$ cat src/rtl/spi_master.sv
// spi_master: SPI initiator that shifts one word MSB-first per transfer on the externally supplied SCLK,
// capturing the selected slave's MISO response in parallel.
module spi_master #(
    parameter int DATA_WIDTH = 8,
    parameter int NUM_SLAVES = 4,
    parameter int SEL_WIDTH  = 2,
    parameter int CS_GAP     = 2
) (
    input  logic                  reset,
    input  logic                  SCLK,
    input  logic                  start,
    input  logic [SEL_WIDTH-1:0]  slaveSelect,
    input  logic [DATA_WIDTH-1:0] masterDataToSend,
    input  logic                  MISO,
    output logic                  MOSI,
    output logic [NUM_SLAVES-1:0] CS,
    output logic [DATA_WIDTH-1:0] masterDataReceived,
    output logic                  busy,
    output logic                  done,
    output logic                  selError
);
    localparam int CW = $clog2(DATA_WIDTH) + 1;
    localparam int GW = $clog2(CS_GAP) + 1;
    typedef enum logic [1:0] {IDLE, SHIFT, GAP} state_t;
    state_t                r_state;
    logic [DATA_WIDTH-1:0] r_tx;
    logic [DATA_WIDTH-1:0] r_rx;
    logic [DATA_WIDTH-1:0] r_rcv;
    logic [NUM_SLAVES-1:0] r_cs;
    logic [CW-1:0]         r_cnt;
    logic [GW-1:0]         r_gap;
    logic                  r_mosi;
    logic                  r_busy;
    logic                  r_done;
    logic                  r_sel_err;
    logic                  w_sel_ok;
    assign w_sel_ok           = 32'(slaveSelect) < NUM_SLAVES;
    assign MOSI               = r_mosi;
    assign CS                 = r_cs;
    assign masterDataReceived = r_rcv;
    assign busy               = r_busy;
    assign done               = r_done;
    assign selError           = r_sel_err;
    always_ff @(posedge SCLK or posedge reset) begin
        if (reset) begin
            r_state   <= IDLE;
            r_tx      <= '0;
            r_rx      <= '0;
            r_rcv     <= '0;
            r_cs      <= '1;
            r_cnt     <= '0;
            r_gap     <= '0;
            r_mosi    <= 1'b0;
            r_busy    <= 1'b0;
            r_done    <= 1'b0;
            r_sel_err <= 1'b0;
        end else begin
            r_done    <= 1'b0;
            r_sel_err <= 1'b0;
            case (r_state)
                IDLE: begin
                    if (start && w_sel_ok) begin
                        r_tx    <= masterDataToSend;
                        r_cs    <= ~(NUM_SLAVES'(1) << slaveSelect);
                        r_mosi  <= masterDataToSend[DATA_WIDTH-1];
                        r_busy  <= 1'b1;
                        r_cnt   <= '0;
                        r_state <= SHIFT;
                    end else if (start) begin
                        r_sel_err <= 1'b1;
                    end
                end
                SHIFT: begin
                    r_rx   <= {r_rx[DATA_WIDTH-2:0], MISO};
                    r_tx   <= r_tx << 1;
                    r_mosi <= r_tx[DATA_WIDTH-2];
                    r_cnt  <= r_cnt + 1'b1;
                    // last bit: the completion edge itself counts as the first CS-high gap cycle
                    if (r_cnt == CW'(DATA_WIDTH - 1)) begin
                        r_rcv   <= {r_rx[DATA_WIDTH-2:0], MISO};
                        r_cs    <= '1;
                        r_mosi  <= 1'b0;
                        r_done  <= 1'b1;
                        r_gap   <= '0;
                        r_busy  <= CS_GAP > 1;
                        r_state <= CS_GAP > 1 ? GAP : IDLE;
                    end
                end
                GAP: begin
                    if (r_gap == GW'(CS_GAP - 2)) begin
                        r_busy  <= 1'b0;
                        r_state <= IDLE;
                    end else begin
                        r_gap <= r_gap + 1'b1;
                    end
                end
                default: r_state <= IDLE;
            endcase
        end
    end
endmodule

$ cat config.mk
export PLATFORM = sky130hd
export DESIGN_NAME = spi_master
export DESIGN_NICKNAME = d
export VERILOG_FILES = /design/src/rtl/spi_master.sv
export SDC_FILE = /design/constraint.sdc
export NUM_CORES = 1
export LEC_CHECK = 0
export CORE_UTILIZATION = 45
export CTS_BUF_LIST = sky130_fd_sc_hd__clkbuf_4
export CTS_CLUSTER_DIAMETER = 30
export CTS_CLUSTER_SIZE = 30
export DETAILED_ROUTE_END_ITERATION = 7
export HOLD_SLACK_MARGIN = 0.05
export PLACE_DENSITY = 0.75
export SLEW_MARGIN = 20
export SYNTH_ARGS = -nofsm -noshare
export SYNTH_HDL_FRONTEND = slang
export SYNTH_SLANG_ARGS = --single-unit
$ cat constraint.sdc
create_clock -name SCLK -period 1.4 [get_ports SCLK]
set_input_delay 0.14 -clock SCLK [delete_from_list [all_inputs] [get_ports SCLK]]
set_output_delay 0.14 -clock SCLK [all_outputs]
set_load 0.02 [all_outputs]
# Word-level counts from Yosys, hierarchy flattened
# Cells that the tools add are included.
# op_classes
n_addsub,2
n_eq_ne,7
shifts,1
muxes,23
bitwise_logic,1
reduce_logical,11
# ops
cell,count
one-hot mux 4 bit (2 select lines),2
one-hot mux 7 bit (2 select lines),1
2-to-1 mux 4 bit,3
2-to-1 mux 2 bit,5
AND reduction 3 bit,3
!= test 2 bit (second input constant),4
2-to-1 mux 1 bit,7
2-to-1 mux 7 bit,1
one-hot mux 2 bit (3 select lines),1
adder 4 x 1 -> 4 bit (second input constant),1
equality test 4 x 3 -> 1 bit (second input constant),1
zero test 2 bit,2
inverter 4 bit,1
one-hot mux 2 bit (2 select lines),1
AND reduction 2 bit,2
AND reduction 4 bit,1
nonzero test 2 bit,2
<< shifter 1 x 2 -> 4 bit (first input constant),1
one-hot mux 1 bit (3 select lines),1
nonzero test 3 bit,1
adder 2 x 1 -> 2 bit (second input constant),1
equality test 2 x 1 -> 1 bit (second input constant),1
equality test 2 bit (second input constant),1
one-hot mux 1 bit (2 select lines),1
# totals
regBits,37
inputBits,14
output_inout_bits,16
elab_cells,55

# Longest topological paths before layout
# depth
ltp_word,4
depth_mapped,5

# Least setup slack after synthesis
# OpenSTA, ideal clock, no wires.
# synth_timing
kind,register to register
start,reg r_cnt[0]
end,"reg r_rcv[0], in the netlist masterDataReceived[0]"
setup_time_ps,125
arrival_time_ps,1216
required_ps,1275
setup_slack_ps,59
stages_incl_launch_ff,5
n_path_buf,0
period_less_slack_ps,1341
cell_sequence,dfrtp_1 -> ha_1 -> nand3b_4 -> nor2_8 -> mux2_2
# synth_between
elab_chain_len,2
# synth_rtl
item,line_no,rtl
"start, declared",30,logic [CW-1:0] r_cnt;
"start signal, assigned",77,r_cnt <= r_cnt + 1'b1;
equality test 4 x 3 -> 1 bit,79,if (r_cnt == CW'(DATA_WIDTH - 1)) begin
AND reduction 2 bit (no source line),-,
"end signal, assigned",80,"r_rcv <= {r_rx[DATA_WIDTH-2:0], MISO};"
"end, declared",28,logic [DATA_WIDTH-1:0] r_rcv;
# Every way passes these cells.
# A chain may end at the register's enable or synchronous reset.

# Worst setup path in the final report
# layout_timing
start,reg r_cnt[1]
end,"reg r_rcv[7], in the netlist masterDataReceived[7]"
# The elaborated chain is that of the path after synthesis.

==> metrics.txt <==
Antenna Nets Post-Route=0; core area=3390 µm²; PnR worst setup slack=0.0486 ns; CP peak stage delay=0.40 ns; hold depth=3; area grow syn2layout=34.4%; final hold slack=0.341 ns; router iterations before antenna repair=4; DR iter-0 viols=47; port bufs=28; layout cells sized above 1=25.8%; wl on met1=1.40 mm; Max Fclk=740 MHz; Switch Pwr=1500 µW; H-tree depth=2; Reg-to-Reg Start=r_cnt[1]; flops & latches, synth=37; vias per cell=4.99; I/O pin cnt=30; routed wl met3=147 µm; worst reg2reg path depth=4; static leakage=0.00104 µW; DR WL met2=1.48 mm; clk buf depth=2; row cnt=21; R2R Path End=masterDataReceived[7]; initial core utilization=47.8%; routed vias=1,197; Pins Over Slew Limit=0; FF-to-FF setup slack=0.05 ns; first-pass GRT wire length=4.84 mm; Max FO, Critical Path=4; synth warn=0; Internal Pwr Total=2810 µW; nets@finish=209; clock share of power=16.8%; Synth cell types=35; clk_skew=0.0143 ns; Overflow after GRT=0; die area=3850 µm²; sequential power share=41.8%; post-DP HPWL=2.14 mm; Power per Cell Area=1980 nW/µm²; TritonCTS clock tree=yes; Mapped Cells=146; Clk Latency, worst-skew pair=0.34 ns; largest net degree at the start of global routing=31; Final period util=96.5%; GRT Overall Usage=18.2%; async set-reset flop share out of synthesis=100%; Final setup viols=0; fillers=269; min-delay src=MISO; maxcap violations=0; area of the mapped netlist=1620 µm²; Num CTS Buffers=5; chip height=62.0 µm; DP Worst Slack=-0.0392 ns; CP required=1.64 ns; syn_area_per_cell=11.1 µm²; top_reg_cell synth=dfrtp_1; # diodes=0; Max Used Layer=met4; Residual DRC=0; initial antenna violation count=0; most frequent cells in the layout=32 x dfrtp_1, 30 x nand2_1, 16 x buf_4, 13 x clkdlybuf4s50_1, 12 x dlygate4sd2_1; routability cong.=0.785; CP Class=reg2reg; Worst Hold Class=in2reg; RSZ-0062 raised after global routing=true; Total Wirelength=3.10 mm; status=finished clean; Post-synth EDFFs=0; Max IR drop VDD=0.00104 V; sw frac=34.8%; hold path endpoint=r_rx[0]; post-layout min period=1.35 ns; power share of the combinational group=41.4%; Root Buffer Master=clkbuf_4; startpoint types=flip-flop; critical-path cell list=ha_4 > nand3b_4 > nor2_4 > mux2_2; Critical Path AT=1.59 ns; commonest non-fill, non-tap cell in the layout=dfrtp_1; CP max stage cell=dfrtp_1; post-DR wirelength/cell=12.9 µm; Worst setup EP type=flip-flop; Sink Count=37; Fin. Hold Viols=0; Syn Nets=162; number of global-route vias before repair=1,112; Die Wd=62.0 µm; register area share after synthesis=57.4%; CTS clk-pin slew, worst paths=0.11 ns
## Yosys cell counts, drive strengths merged (3+ instances only)
cell type	count	area share (%)
nor2	5	2.2
inv	8	1.9
nand2	30	6.9
buf	8	2.8
mux2	8	5.6
a21oi	3	0.93
a22oi	6	2.8
a22o	3	1.7
dfstp	4	6.5
nand2b	5	2.4
o21ai	10	3.1
nor2b	3	1.2
dfrtp	33	51
## metal layers
metal,track usage (%),vias up
li1,-,593
met3,4.76,8
met1,22.2,563
met4,12.4,0
met5,0,-
met2,28.4,33
## flip-flops by register name, indices dropped and copies added (netlist names), 2 cells and up
signal,flops
r_cnt,4
r_tx,7
masterDataReceived,8
r_state,2
r_rx,7
r_gap,2
CS,4
## stage by stage
step	util, %	TNS [ns]	instances	total power (µW)	area (µm²)
after floorplan	-	0	146	2860	1620
after global placement	59.5	0	224	3520	2020
after detailed placement	59.5	-0.309	224	3590	2020
after CTS	62.5	0	236	4260	2120
after global routing	64.3	-0.0679	240	4640	2180
final	64.3	0	240	4310	2180
## what timing repair did
item                                    in CTS  in global routing
cloned                                       1                  0
pin swaps                                    2                  7
resized for setup                           17                 10
hold buffers                                 1                  0
hold endpoints to repair                     3                  0
endpoints found under the setup margin      31                 16
setup buffers                                2                  4
## critical path: cells and delay by family, from the launching register on
| family | cells | cell delay [ns] |
|---|---|---|
| and+or+nand+nor | 2 | 0.33 |
| DFF | 1 | 0.40 |
| muxes | 1 | 0.34 |
| adders and majority gates | 1 | 0.17 |
## area by class of cell
type                       instances  area, µm²  share of cell area [%]
sequential                        37        932                    42.8
tap                               46       57.6                    2.64
inverter                           8       30.0                    1.38
clock buffer                       6       45.0                    2.07
clock inverter                     2       33.8                    1.55
multi-input combinational         94        654                    30.0
timing repair buffer              47        427                    19.6
## worst max path at each step
| stage | startpoint | endpoint | slack, ns | depth (start not counted) |
|---|---|---|---|---|
| detailed placement | r_cnt[0] | masterDataReceived[2] | -0.04 | 4 |
| finish | r_cnt[1] | masterDataReceived[7] | 0.05 | 4 |
| CTS | r_state[0] | CS[0] | 0.006 | 4 |
| global route | r_cnt[0] | CS[3] | -0.03 | 5 |
| floorplan | r_cnt[0] | masterDataReceived[0] | 0.06 | 4 |
| global placement | r_cnt[0] | masterDataReceived[1] | 0.03 | 4 |
## logic make-up after synthesis
family          Yosys count  synth area share [%]
other cells               1                 0.231
mux                       9                  6.17
flops                    37                  57.4
simple gates             49                  16.6
fa+ha+maj                 2                  1.54
buf+inv                  16                  4.63
compound gates           32                  13.4
## power by group through the flow
stage / Sequential (µW) / Combinational, µW / Clock (µW)
global route: 1860 / 1980 / 799
floorplan: 1980 / 876 / 0
global placement: 1800 / 1720 / 0
detailed placement: 1820 / 1780 / 0
CTS: 1790 / 1730 / 739
finish: 1800 / 1780 / 723
Note: power is estimated with default switching activity, not from simulation.
